File: config.mk
export PLATFORM = sky130hd
export DESIGN_NAME = ring_node
export DESIGN_NICKNAME = d
export VERILOG_FILES = /design/src/rtl/ring_node.sv
export SDC_FILE = /design/constraint.sdc
export NUM_CORES = 1
export LEC_CHECK = 0
export CAP_MARGIN = 30
export CORE_ASPECT_RATIO = 2
export CORE_UTILIZATION = 53
export CTS_CLUSTER_SIZE = 28
export DETAILED_ROUTE_END_ITERATION = 6
export GPL_TIMING_DRIVEN = 0
export HOLD_SLACK_MARGIN = 0.03
export PLACE_DENSITY_LB_ADDON = 0.12
export RECOVER_POWER = 50
export SYNTH_ARGS = -nofsm -noshare
export SYNTH_HDL_FRONTEND = slang
export SYNTH_SLANG_ARGS = --single-unit
File: constraint.sdc
create_clock -name clk -period 3.8 [get_ports clk]
set_input_delay 1.14 -clock clk [delete_from_list [all_inputs] [get_ports clk]]
set_output_delay 1.14 -clock clk [all_outputs]
set_load 0.02 [all_outputs]
File: src/rtl/ring_node.sv
`default_nettype none
// =====================================================================
// Module   : ring_node
// Purpose  : Unidirectional-ring endpoint for one PU: local injection
//            FIFO, single-entry forward slot, local delivery to pu_rx.
// Options  : define RING_DROP_CNT_EN to add the 8-bit drop_cnt port.
// Revision : 1.0  initial release
// =====================================================================
module ring_node #(
  parameter int unsigned NODE       = 0,
  parameter int unsigned PKT_W      = 20,
  parameter int unsigned FIFO_DEPTH = 4,
  parameter int unsigned STARVE_LIM = 4
) (
  input  logic             clk,
  input  logic             rst,
  input  logic [PKT_W-1:0] pu_tx,
  output logic [PKT_W-1:0] pu_rx,
  input  logic [PKT_W-1:0] ring_in,
  output logic             ring_in_rdy,
  output logic [PKT_W-1:0] ring_out,
  input  logic             ring_out_rdy,
  output logic             fifo_full
`ifdef RING_DROP_CNT_EN
  ,
  output logic [7:0]       drop_cnt
`endif
);

  localparam int unsigned c_addr_w   = $clog2(FIFO_DEPTH);
  localparam int unsigned c_ptr_w    = c_addr_w + 1;
  localparam int unsigned c_starve_w = $clog2(STARVE_LIM + 1);
  localparam logic [1:0]  c_node     = 2'(NODE);
  localparam logic [c_starve_w-1:0] c_starve_lim = c_starve_w'(STARVE_LIM);

  logic [PKT_W-1:0]      pu_rx_q, pu_rx_d;
  logic [PKT_W-1:0]      ring_out_q, ring_out_d;
  logic [PKT_W-1:0]      fifo_mem_q [FIFO_DEPTH];
  logic [c_ptr_w-1:0]    wr_ptr_q, wr_ptr_d;
  logic [c_ptr_w-1:0]    rd_ptr_q, rd_ptr_d;
  logic                  fifo_full_q, fifo_full_d;
  logic [c_starve_w-1:0] starve_q, starve_d;

  logic             w_out_v;
  logic             w_slot_free;
  logic             w_yield;
  logic             w_fifo_empty;
  logic [PKT_W-1:0] w_head;
  logic             w_head_local;
  logic             w_head_remote;
  logic             w_ring_acc;
  logic             w_ring_deliver;
  logic             w_ring_load;
  logic             w_head_deliver;
  logic             w_head_inject;
  logic             w_pop;
  logic             w_push;

  assign w_out_v      = ring_out_q[PKT_W-1];
  assign w_slot_free  = !w_out_v || ring_out_rdy;
  assign w_yield      = (starve_q == c_starve_lim);
  // Held low during reset so nothing upstream hands off into a node being cleared.
  assign ring_in_rdy  = rst && w_slot_free && !w_yield;

  assign w_fifo_empty  = (wr_ptr_q == rd_ptr_q);
  assign w_head        = fifo_mem_q[rd_ptr_q[c_addr_w-1:0]];
  assign w_head_local  = !w_fifo_empty && (w_head[PKT_W-2 -: 2] == c_node);
  assign w_head_remote = !w_fifo_empty && (w_head[PKT_W-2 -: 2] != c_node);

  assign w_ring_acc     = ring_in[PKT_W-1] && ring_in_rdy;
  assign w_ring_deliver = w_ring_acc && (ring_in[PKT_W-2 -: 2] == c_node);
  assign w_ring_load    = w_ring_acc && (ring_in[PKT_W-2 -: 2] != c_node);

  // Ring traffic has priority for both pu_rx and the slot; the local head waits.
  assign w_head_deliver = w_head_local && !w_ring_deliver;
  assign w_head_inject  = w_head_remote && w_slot_free && !w_ring_load;
  assign w_pop          = w_head_deliver || w_head_inject;
  assign w_push         = pu_tx[PKT_W-1] && (!fifo_full_q || w_pop);

  always_comb begin
    pu_rx_d = '0;
    if (w_ring_deliver) begin
      pu_rx_d = ring_in;
    end else if (w_head_deliver) begin
      pu_rx_d = w_head;
    end

    ring_out_d = ring_out_q;
    if (w_ring_load) begin
      ring_out_d = ring_in;
    end else if (w_head_inject) begin
      ring_out_d = w_head;
    end else if (ring_out_rdy) begin
      ring_out_d = '0;
    end
  end

  always_comb begin
    wr_ptr_d = wr_ptr_q;
    rd_ptr_d = rd_ptr_q;
    if (w_push) begin
      wr_ptr_d = wr_ptr_q + c_ptr_w'(1);
    end
    if (w_pop) begin
      rd_ptr_d = rd_ptr_q + c_ptr_w'(1);
    end
    fifo_full_d = (wr_ptr_d[c_ptr_w-1] != rd_ptr_d[c_ptr_w-1]) &&
                  (wr_ptr_d[c_addr_w-1:0] == rd_ptr_d[c_addr_w-1:0]);
  end

  // The yield cycle always ends the starvation window, even if the slot stayed busy.
  always_comb begin
    starve_d = starve_q;
    if (w_yield || w_head_inject || w_fifo_empty) begin
      starve_d = '0;
    end else if (w_ring_load && w_head_remote) begin
      starve_d = starve_q + c_starve_w'(1);
    end
  end

  always_ff @(posedge clk or negedge rst) begin
    if (!rst) begin
      pu_rx_q     <= '0;
      ring_out_q  <= '0;
      wr_ptr_q    <= '0;
      rd_ptr_q    <= '0;
      fifo_full_q <= 1'b0;
      starve_q    <= '0;
    end else begin
      pu_rx_q     <= pu_rx_d;
      ring_out_q  <= ring_out_d;
      wr_ptr_q    <= wr_ptr_d;
      rd_ptr_q    <= rd_ptr_d;
      fifo_full_q <= fifo_full_d;
      starve_q    <= starve_d;
    end
  end

  always_ff @(posedge clk) begin
    if (w_push) begin
      fifo_mem_q[wr_ptr_q[c_addr_w-1:0]] <= pu_tx;
    end
  end

  assign pu_rx     = pu_rx_q;
  assign ring_out  = ring_out_q;
  assign fifo_full = fifo_full_q;

`ifdef RING_DROP_CNT_EN
  logic       w_drop;
  logic [7:0] drop_cnt_q, drop_cnt_d;

  assign w_drop = pu_tx[PKT_W-1] && !w_push;

  always_comb begin
    drop_cnt_d = drop_cnt_q;
    if (w_drop && (drop_cnt_q != 8'hFF)) begin
      drop_cnt_d = drop_cnt_q + 8'd1;
    end
  end

  always_ff @(posedge clk or negedge rst) begin
    if (!rst) begin
      drop_cnt_q <= 8'd0;
    end else begin
      drop_cnt_q <= drop_cnt_d;
    end
  end

  assign drop_cnt = drop_cnt_q;
`endif

endmodule
`default_nettype wire

**Word-level counts from Yosys, hierarchy flattened**

Memory sizes are Yosys's and may differ from the RTL's.
Cells that the tools add are included.
W data, S select, Z words.

- Register bits after elaboration: 50
- Bits in latches: 0
- Bits in writable memories: 80
- Bits in read-only memories: 0
- Input port bits: 43
- Memories: 1

Memory list:

| name | depth | bits a word | read ports | clocked after memory_dff | wr ports | RTL line | RTL |
|---|---|---|---|---|---|---|---|
| fifo_mem_q | 4 | 20 | 1 | 0 | 1 | 38 | `logic [PKT_W-1:0] fifo_mem_q [FIFO_DEPTH];` |

- $add $sub $neg: 3
- $mul: 0
- Div/mod/pow operators: 0
- Order comparisons: 0
- Equal/unequal tests: 4
- Shift-type cells: 0
- Multiplexer cells: 11
- Bitwise gates (word level): 0
- Reduce and logical (&&, ||, !) cells: 30

Operator list:

| cell | number |
|---|---|
| $mux W20 | 5 |
| $logic_and A1 B1 Y1 | 13 |
| $mux W3 | 4 |
| $add A3 B1 Y3 const B | 3 |
| $logic_not A1 Y1 | 6 |
| $reduce_bool A2 Y1 | 3 |
| $logic_or A1 B1 Y1 | 5 |
| $logic_not A2 Y1 | 2 |
| $eq A3 B3 Y1 | 1 |
| $eq A3 B3 Y1 const B | 1 |
| $reduce_bool A3 Y1 | 1 |
| $eq A2 B2 Y1 | 1 |
| $mux W1 | 2 |
| $ne A1 B1 Y1 | 1 |

**Logic depth before layout (Yosys ltp)**

Gate-level depths: netlist of run 1.

- Depth in word-level cells: 14
- Depth in mapped cells: 11
- Mapped depth without buffers: 9

**Worst setup path after synthesis of run 1**

OpenSTA, ideal clock, no wires.

- Kind: input to register
- From: in ring_out_rdy
- To: reg fifo_full_q (netlist: fifo_full)
- Library setup time: 0.087 ns
- Data arrival time: 3.649 ns
- Data required time: 3.713 ns
- Path slack: 0.064 ns
- Cell stages on the path: 7
- Path through: nor2b_1 nor4_2 nor4_4 o31ai_2 nor2b_1 xor2_1 nor3_1

- Cells in the longest elaborated chain, start to end: 13
- Elaborated cells between the ends (all ways): 19

Ends and longest elaborated chain:

| item | RTL line | RTL |
|---|---|---|
| from (decl) | 22 | `input logic ring_out_rdy,` |
| $logic_or A1 B1 Y1 (*) | 60 | `assign w_slot_free = !w_out_v \|\| ring_out_rdy;` |
| $logic_and A1 B1 Y1 (2 in series) | 63 | `assign ring_in_rdy = rst && w_slot_free && !w_yield;` |
| $logic_and A1 B1 Y1 | 70 | `assign w_ring_acc = ring_in[PKT_W-1] && ring_in_rdy;` |
| $logic_and A1 B1 Y1 (on tied branches) | 71, 72 |  |
| $logic_not A1 Y1 (on tied branches) | 75, 76 |  |
| $logic_and A1 B1 Y1 (on tied branches) | 75, 76 |  |
| $logic_or A1 B1 Y1 (*) | 77 | `assign w_pop = w_head_deliver \|\| w_head_inject;` |
| $logic_or A1 B1 Y1 | 78 | `assign w_push = pu_tx[PKT_W-1] && (!fifo_full_q \|\| w_pop);` |
| $logic_and A1 B1 Y1 | 78 |  |
| $mux W3 | 101 | `if (w_push) begin` |
| $eq A2 B2 Y1 or $ne A1 B1 Y1 (tied branches) | 108, 107 |  |
| $logic_and A1 B1 Y1 (*) | 107 | `fifo_full_d = (wr_ptr_d[c_ptr_w-1] != rd_ptr_d[c_ptr_w-1]) &&` |
| net fifo_full_d | 41 | `logic fifo_full_q, fifo_full_d;` |
| to (signal assigned) | 134 | `fifo_full_q <= fifo_full_d;` |
| to (decl) | 41 |  |

The timed path passes the listed nets; every way through them passes the cells marked *.
A chain may end at the register's enable or synchronous reset.

**Worst setup path in the final report of run 1**

Same ends and word-level chain as after synthesis.

==> reports/results.tsv, run 1 <==
stage	metric	value	unit
sta	setup clock skew after layout	0.00603	ns
synth	sequential element share of the synthesized area	0.717	
layout	fillers	597	
drt	average via count per standard cell	6.00	
setup_path	dominant delay contributor by cell family on the critical path	simple AND/OR/NAND/NOR gates	
layout	layout cell share with drive strength beyond 1	0.182	
drt	residual antenna-violating net count after detailed routing	0	
floorplanning	height of the die	141	um
drt	Total Routed Length	11300	um
setup_path	stage delay of the slowest cell on the critical path	0.68	ns
synth	fraction of synthesized area in multiplexers	0.0982	
sta	worst slew margin relative to its limit	0.429	
synth	synthesized-area fraction occupied by xor and xnor cells	0.0223	
sta	worst-margin pin slew	0.852	ns
floorplanning	starting density of the core	0.547	
floorplanning	Die Width	71.3	um
clocking	TritonCTS clock tree	done	
synth	average footprint of a synthesized cell	17.9	um2
sta	unrepaired setup endpoints after global routing	no	
drt	Initial DRT Pass Iterations	7	
placement	sum of net half-perimeters after detailed placement	7180	um
setup_path	sum of buffers and inverters on the critical path	2	
status	failing checks	design-rule violations	
drt	mean routed wirelength per cell	22.1	um
pwr	areal power density over the cells	866	nW/um2
synth	number of instances in the synthesized netlist	284	
placement	final weighted congestion in routability-driven placement	0.798	
synth	main combinational cell family by area after synthesis	multiplexers	
drt	vias	3074	
pwr	leak pwr	2.71	nW
synth	simple-gate share of the synthesized area	0.0400	
setup_path	endpoint arrival time on the critical path	3.88	ns
synth	mapped cell area	5090	um2
pwr	VDD IR-drop max	0.552	mV
status	result of the run	finished, violations left	
synth	synthesized-area fraction occupied by adder cells	0.0172	
clocking	number of levels the H-tree was split into	4	
sta	setup tns final	0	ns
clocking	total CTS buffers	17	
sta	final setup fails	0	
layout	most frequent cells in the layout	80 x edfxtp_1, 50 x dfrtp_1, 49 x clkdlybuf4s50_1, 33 x dlygate4sd3_1, 27 x inv_1	
grt	largest net degree at the start of global routing	29	
grt	overflow left after global routing	0	
sta	WHS	0.493	ns
layout	number of nets in the layout	444	
grt	number of antenna violations at the first check in global routing	1	
synth	flops & latches, synth	130	
synth	Async SR Flop Fraction	0.385	
clocking	clock latency reported for the late side of the worst-skew pair	0.41	ns
sta	count of final max-slew check failures	0	
hold_path	type of the worst min-delay path	flip-flop to flip-flop	
layout	P&R area growth vs syn	33.4	%
sta	min Tclk post-route	3.55	ns
sta	fraction of the cycle the final worst path needs	0.936	
clocking	clock sink count	130	
clocking	Clock transition at path regs	0.05	ns
setup_path	critical path data required time	4.12	ns
grt	GR Util All Layers	0.253	
layout	commonest non-fill, non-tap cell in the layout	edfxtp_1	
floorplanning	core outline area	9320	um2
clocking	root buf cell	clkbuf_16	
drt	remaining design rule violation count	7	
synth	number of library cell types mapped by synthesis	33	
setup_path	Cell Chain, Critical Path	clkdlybuf4s50_1 -> nor2b_2 -> nor4_2 -> nor4_4 -> o31ai_2 -> nor2b_4 -> buf_8 -> xor2_1 -> nor3_1	
floorplanning	full die area	10000	um2
grt	first-pass GRT wire length	17900	um
clocking	buffer depth of the longest clock path	2	
setup_path	kind of end point of the critical path	flip-flop	
clocking	number of buffers inserted by hold repair at cts	0	
floorplanning	IO Count	85	
drt	initial DRC count	217	
synth	complex-gate fraction of the synthesized area	0.0727	
sta	Final Hold Fails	0	
setup_path	critical path fanouts, max	12	
synth	Primary FF master, synth	edfxtp_1	
placement	buffers added on ports	84	
synth	number of warning messages in the yosys log	0	
run	max-cap viol count	0	
setup_path	Startpoint Class	primary input	
synth	number of synthesized flops with an enable pin	80	
floorplanning	Site Rows	50	
setup_path	worst setup path class	primary input to flip-flop	
setup_path	critical-path cell with the highest stage delay	o31ai_2	
sta	f_max	0.281	GHz
grt	via count of the first global-routing pass	3450	
[sequential cells by signal, summed over array words and instances (netlist names)]
name        cells
fifo_mem_q     80
pu_rx          20
ring_out       20
rd_ptr_q        3
starve_q        3
wr_ptr_q        3
fifo_full       1
[worst paths after layout]
kind	start	to	slack, ns	cells past startpoint
setup / recovery	ring_out_rdy	fifo_full$_DFF_PN0_	0.25	9
hold / removal	ring_out[5]$_DFFE_PN0P_	ring_out[5]$_DFFE_PN0P_	0.49	2
setup reg to reg	starve_q[0]$_DFFE_PN0P_	fifo_full$_DFF_PN0_	0.69	11
hold reg to reg	ring_out[5]$_DFFE_PN0P_	ring_out[5]$_DFFE_PN0P_	0.49	2
max in group asynchronous	rst	pu_rx[11]$_DFF_PN0_	2.78	2
min in group asynchronous	rst	starve_q[1]$_DFFE_PN0P_	0.59	1
[cell type report]
type                    instances  area [um2]  share of cell area
well taps                     104         130              0.0191
inverters                      27         101              0.0149
plain buffers                  14        56.3             0.00829
diodes                          1        2.50            0.000368
repair buffers                 90         945               0.139
clock buffers                  19         443              0.0652
flip-flops and latches        130        3650               0.538
multi-input cells             114        1280               0.188
clock inverters                13         184              0.0271
[kinds of logic after synthesis]
family | count (synthesis)
simple gates | 28
compound gates | 40
xor+xnor | 13
other cells | 1
buf+inv | 41
fa+ha+maj | 7
mux | 24
flops | 130
[per-stage QoR]
| stage | instance area, um2 | utilization | std cells | setup WS, ns | total power (W) |
|---|---|---|---|---|---|
| final | 6800 | 0.729 | 512 | 0.245 | 0.00589 |
| after global routing | 6800 | 0.729 | 512 | 0.0429 | 0.00616 |
| after CTS | 6810 | 0.731 | 511 | 0.0139 | 0.00597 |
| after detailed placement | 6170 | 0.662 | 478 | -0.725 | 0.00422 |
| after global placement | 6070 | 0.651 | 473 | -3.07 | 0.00412 |
| after floorplan | 5100 | - | 285 | 0.0642 | 0.00342 |
[metal layers]
layer | vias to the layer above | routed length, um | track usage
met3 | 26 | 532 | 0.0622
met1 | 1586 | 3960 | 0.264
li1 | 1334 | - | -
met4 | 0 | 351 | 0.153
met2 | 128 | 6460 | 0.447
met5 | - | 0 | 0
[worst register-to-register path: cells and delay by family (launching register included)]
kind | cells | cell delay (ns)
buffers and inverters | 3 | 0.46
DFF | 1 | 0.39
and+or+nand+nor | 5 | 1.15
adders and majority gates | 1 | 0.19
xor gates and xnor gates | 1 | 0.17
AOI/OAI and AO/OA | 1 | 0.68
[synthesized netlist by cell type (all sizes together), types with 2 or more instances]
cell | instances | area [um2]
nor2 | 6 | 25.0
nor2b | 5 | 31.3
and2 | 2 | 12.5
dfrtp | 50 | 1250
edfxtp | 80 | 2400
xnor2 | 9 | 78.8
clkbuf | 10 | 37.5
nor3 | 2 | 15.0
ha | 7 | 87.6
a222oi | 19 | 190
inv | 27 | 101
mux4 | 20 | 450
mux2i | 2 | 20.0
nor4 | 6 | 65.1
a22o | 17 | 149
xor2 | 4 | 35.0
buf | 4 | 22.5
nand2 | 3 | 11.3
o21ai | 2 | 10.0
mux2 | 2 | 30.0
[power by group]
group,leakage [nW],total (W),internal (W),switching (W)
Clock,0.311,0.00170,0.00112,0.000588
Sequential,1.37,0.00207,0.00190,0.000172
Combinational,1.02,0.00212,0.000971,0.00114
Total,2.71,0.00589,0.00398,0.00190
[timing repair]
action | 4_1_cts | 5_1_grt
endpoints found under the setup margin | 50 | 2
pin swaps | 1 | 0
gates resized for setup | 3 | 2
hold endpoints to repair | 0 | 0
setup buffers | 1 | 0
Note: power is estimated with default switching activity, not from simulation.
==> run 2, diff against run 1 <==
--- a/config.mk
+++ b/config.mk
@@ -12,7 +12,7 @@
 export DETAILED_ROUTE_END_ITERATION = 6
 export GPL_TIMING_DRIVEN = 0
 export HOLD_SLACK_MARGIN = 0.03
-export PLACE_DENSITY_LB_ADDON = 0.12
+export PLACE_DENSITY = 0.87
 export RECOVER_POWER = 50
 export SYNTH_ARGS = -nofsm -noshare
 export SYNTH_HDL_FRONTEND = slang
==> constraint.sdc (replaced) <==
create_clock -name clk -period 3.8 [get_ports clk]
set_input_delay 1.14 -clock clk [delete_from_list [all_inputs] [get_ports clk]]
set_output_delay 1.14 -clock clk [all_outputs]
set_load 0.05 [all_outputs]
==> run 2 against run 1 <==
The run still ends with design-rule violations left. Wire length decreased by 6.2%. Core utilization fell by 0.71 points. Flip-flop and latch count unchanged. Power is 2.3% higher. Die area unchanged. First-iteration DRC count grew 24%. Global-route usage fell by 1.5 points. Critical path depth is 5 lower. Cell area shrank 0.98%. Critical path type is now primary input to output pin. Combinational power increased by 16%.
==> reports/results.tsv, run 2 (synthesis gave the netlist of run 1 again) <==
stage	metric	value	unit	change
status	result of the run	finished, violations left		unchanged
status	failing checks	design-rule violations		unchanged
sta	unrepaired setup endpoints after global routing	no		unchanged
layout	commonest non-fill, non-tap cell in the layout	edfxtp_1		unchanged
drt	Initial DRT Pass Iterations	7		unchanged
clocking	total CTS buffers	17		unchanged
sta	setup clock skew after layout	0.00867	ns	was 0.00603 ns
clocking	Clock transition at path regs	0.05	ns	about the same
layout	post-layout util	0.722		was 0.729
floorplanning	starting density of the core	0.547		unchanged
setup_path	Startpoint Class	primary input		unchanged
sta	final setup fails	0		unchanged
layout	P&R area growth vs syn	32.1	%	was 33.4%
drt	residual antenna-violating net count after detailed routing	0		unchanged
setup_path	depth of the most critical reg-to-reg path	5		was 11
hold_path	type of the worst min-delay path	flip-flop to flip-flop		unchanged
setup_path	endpoint arrival time on the critical path	2.35	ns	was 3.88 ns
sta	count of final max-slew check failures	0		unchanged
drt	average via count per standard cell	5.85		was 6.00
floorplanning	Site Rows	50		unchanged
sta	min Tclk post-route	3.49	ns	was 3.55 ns
layout	layout cell share with drive strength beyond 1	0.182		unchanged
layout	area of the multi-input gates	1290	um2	was 1280 um2
clocking	buffer depth of the longest clock path	2		unchanged
placement	buffers added on ports	84		unchanged
floorplanning	height of the die	141	um	unchanged
sta	f_max	0.287	GHz	was 0.281 GHz
layout	fillers	547		was 597
pwr	total power	0.00602	W	was 0.00589 W
layout	number of nets in the layout	444		unchanged
grt	overflow left after global routing	0		unchanged
drt	vias	2987		was 3074
drt	initial DRC count	270		was 217
hold_path	number of instances on the worst hold path	1		was 2
setup_path	worst setup path class	primary input to output pin		was primary input to flip-flop
clocking	root buf cell	clkbuf_16		unchanged
drt	remaining design rule violation count	15		was 7
run	max-cap viol count	0		unchanged
clocking	TritonCTS clock tree	done		unchanged
grt	number of antenna violations at the first check in global routing	0		was 1
layout	number of flip-flops under the largest register name	80		unchanged
setup_path	critical path fanouts, max	5		was 12
sta	fraction of the cycle the final worst path needs	0.918		was 0.936
floorplanning	full die area	10000	um2	unchanged
grt	via count of the first global-routing pass	3278		was 3450
sta	Final Hold Fails	0		unchanged
floorplanning	IO Count	85		unchanged
sta	worst-margin pin slew	0.750	ns	was 0.852 ns
grt	GR Util All Layers	0.237		was 0.253
setup_path	critical path data required time	2.66	ns	was 4.12 ns
pwr	areal power density over the cells	895	nW/um2	was 866 nW/um2
drt	Total Routed Length	10600	um	was 11300 um
layout	Sequential Area	3650	um2	unchanged
layout	n_diodes	0		was 1
layout	most frequent cells in the layout	80 x edfxtp_1, 50 x dfrtp_1, 49 x clkdlybuf4s50_1, 33 x dlygate4sd3_1, 27 x inv_1		unchanged
placement	final weighted congestion in routability-driven placement	0.846		was 0.798
pwr	VDD IR-drop max	0.555	mV	was 0.552 mV
clocking	clock sink count	130		unchanged
floorplanning	core outline area	9320	um2	unchanged
floorplanning	Die Width	71.3	um	unchanged
drt	mean routed wirelength per cell	20.7	um	was 22.1 um
grt	first-pass GRT wire length	16900	um	was 17900 um
sta	worst slew margin relative to its limit	0.497		was 0.429
placement	sum of net half-perimeters after detailed placement	7750	um	was 7180 um
setup_path	kind of end point of the critical path	output pin		was flip-flop
clocking	clock latency reported for the late side of the worst-skew pair	0.41	ns	about the same
pwr	leak pwr	2.67	nW	was 2.71 nW
grt	largest net degree at the start of global routing	44		was 29
clocking	number of levels the H-tree was split into	4		unchanged
-- run 2: changes by cell type in the layout (fill, tap and decap cells not counted), sizes merged --
cell / previous run / this run
dlymetal6s2s: 1 / 0
buf: 10 / 11
clkinv: 8 / 6
bufinv: 4 / 0
clkbuf: 30 / 36
diode: 1 / 0
-- run 2: final cells by class --
type / count / share of cell area
clock buffers: 25 / 0.0768
inverters: 27 / 0.0151
multi-input cells: 114 / 0.192
flip-flops and latches: 130 / 0.543
repair buffers: 90 / 0.138
well taps: 104 / 0.0193
plain buffers: 14 / 0.00893
clock inverters: 7 / 0.00707
-- run 2: critical path: stages --
cell             delay (ns)
clkdlybuf4s50_1        0.52
nor2b_2                0.10
nor3b_1                0.26
clkbuf_2               0.33
-- run 2: repair_timing --
item                                   CTS  global route
setup endpoints to repair                2             2
pin swaps                                1             0
resized for setup                        2             5
endpoints found under the hold margin    0             0
setup buffers                            1             0
hold buffers                             0             0
-- run 2: per-stage QoR --
stage	hold slack, ns	instance area, um2	cells	TNS [ns]	setup WS, ns
finish	0.496	6730	511	0	0.311
global route	0.514	6730	511	0	0.150
CTS	0.496	6740	511	0	0.0645
detailed placement	0.488	6170	478	-24.60	-0.532
global placement	0.472	6070	473	-275.80	-2.74
floorplan	0.462	5100	285	0	0.0643
-- run 2: power by group --
group          internal (W)  switching [W]  leakage, nW
sequential          0.00190       0.000173         1.37
clock              0.000941       0.000556        0.283
combinational      0.000975        0.00148         1.02
total               0.00381        0.00221         2.67
-- run 2: path summary, 6_finish.rpt --
check                                 startpoint                    endpoint  slack [ns]
max in group asynchronous                    rst    ring_out[10]$_DFFE_PN0P_        2.69
hold reg to reg            wr_ptr_q[2]$_DFF_PN0_       wr_ptr_q[2]$_DFF_PN0_        0.50
hold / removal             wr_ptr_q[2]$_DFF_PN0_       wr_ptr_q[2]$_DFF_PN0_        0.50
setup / recovery                    ring_out_rdy                 ring_in_rdy        0.31
setup reg to reg           rd_ptr_q[0]$_DFF_PN0_  fifo_mem_q[2][2]$_DFFE_PP_        0.83
min in group asynchronous                    rst          pu_rx[1]$_DFF_PN0_        0.61
-- run 2: metal layers --
layer  routed length [um]  track usage  vias up
met5                    0            0        -
met4                  334        0.133        0
met3                  581       0.0672       26
met2                 6060        0.416      126
met1                 3620        0.250     1499
li1                     -            -     1336
==> variant, RTL diff (config.mk and constraints of run 1) <==
The option `RING_DROP_CNT_EN` is turned on by a define.
--- a/src/rtl/ring_node.sv
+++ b/src/rtl/ring_node.sv
@@ -7,4 +7,6 @@
 // Revision : 1.0  initial release
 // =====================================================================
+`define RING_DROP_CNT_EN
+
 module ring_node #(
   parameter int unsigned NODE       = 0,
Function (old outputs only; new: drop_cnt): kept (Yosys induction, for registers that start in step).
==> variant against run 1 <==
The run now ends clean. Utilization down 0.43 points. Synthesized area up 7.5%. Worst setup slack better by 0.0087 ns. Register-to-register slack better by 0.16 ns. Worst hold slack worse by 0.0045 ns. Total power up 7.7%. Synthesized cell count up 11%. Final area up 7.5%. Sequential power up 11%. Sequential cell count up 8. Wire length up 4.6%. Critical path type unchanged. Largest power group unchanged.
==> variant: results (changes against run 1) <==
| Metric | Value |
|---|---|
| Inverters | 24 (was 27) |
| Distinct cells, synth | 40 (was 33) |
| Routed wire length per instance | 20.4 um (was 22.1 um) |
| CP arrival | 3.86 ns (was 3.88 ns) |
| Met3 wire length | 445 um (was 532 um) |
| NumNets Final | 482 (was 444) |
| M2 GR Usage | 44.3% (was 44.7%) |
| Number of inserted diodes | 0 (was 1) |
| CP max stage delay | 0.66 ns (was 0.68 ns) |
| Slowest CP cell | nor2b_2 (was o31ai_2) |
| Adder-cell area share of the yosys netlist | 1.83% (was 1.72%) |
| Slew HR | 34.4% (was 42.9%) |
| Placed insts | 547 (was 478) |
| Clock Skew | 0.0210 ns (was 0.00603 ns) |
| Max rail drop VDD | 0.606 mV (was 0.552 mV) |
| Status | finished, final reports clean (was finished, violations left) |
| Post-DP HPWL | 7.95 mm (was 7.18 mm) |
| Compound-gate portion of the synthesized area | 7.77% (was 7.27%) |
| Mean Syn Cell Area | 17.4 um^2 (was 17.9 um^2) |
| M3 GR Usage | 5.26% (was 6.22%) |
| Post-synthesis xor/xnor area fraction | 3.29% (was 2.23%) |
| Port Buf Inserts | 92 (was 84) |
| Area Growth Syn to Fin | 33.4% (about the same) |
| Multi-input combinational area share | 20.4% (was 18.8%) |
| Vias | 3292 (was 3074) |
| Pre-Repair DR Iteration Count | 4 (was 7) |
| Clock buffer count | 21 (was 19) |
| Number of global-route vias before repair | 3700 (was 3450) |
| Fraction of area in registers | 52.7% (was 53.8%) |
| Static leakage | 0.00294 uW (was 0.00271 uW) |
| Comb_multi_in | 142 (was 114) |
| GPL Wtd Cong | 0.780 (was 0.798) |
| Initial antenna violation count | 0 (was 1) |
| M1 GR Usage | 26.8% (was 26.4%) |
| Largest net degree at the start of global routing | 33 (was 29) |
variant: where the power goes:
part	switching [uW]	internal, uW	leakage [uW]	total [uW]
sequential	205	2090	0.00149	2300
combinational	1290	1080	0.00116	2370
clock	619	1050	0.000295	1670
variant: what timing repair did:
item / in CTS / in global routing
gates resized for setup: 1 / 2
gates cloned: 0 / 0
setup endpoints to repair: 1 / 1
variant: final timing paths:
| kind | to | slack [ns] | from | cells after the start |
|---|---|---|---|---|
| min in group asynchronous | starve_q[0] | 0.60 | rst | 1 |
| hold / removal | ring_out[8] | 0.49 | ring_out[8] | 2 |
| setup reg to reg | fifo_full | 0.85 | starve_q[0] | 9 |
| hold reg to reg | ring_out[8] | 0.49 | ring_out[8] | 2 |
| setup / recovery | fifo_full | 0.25 | ring_in[18] | 8 |
| max in group asynchronous | pu_rx[13] | 2.72 | rst | 2 |
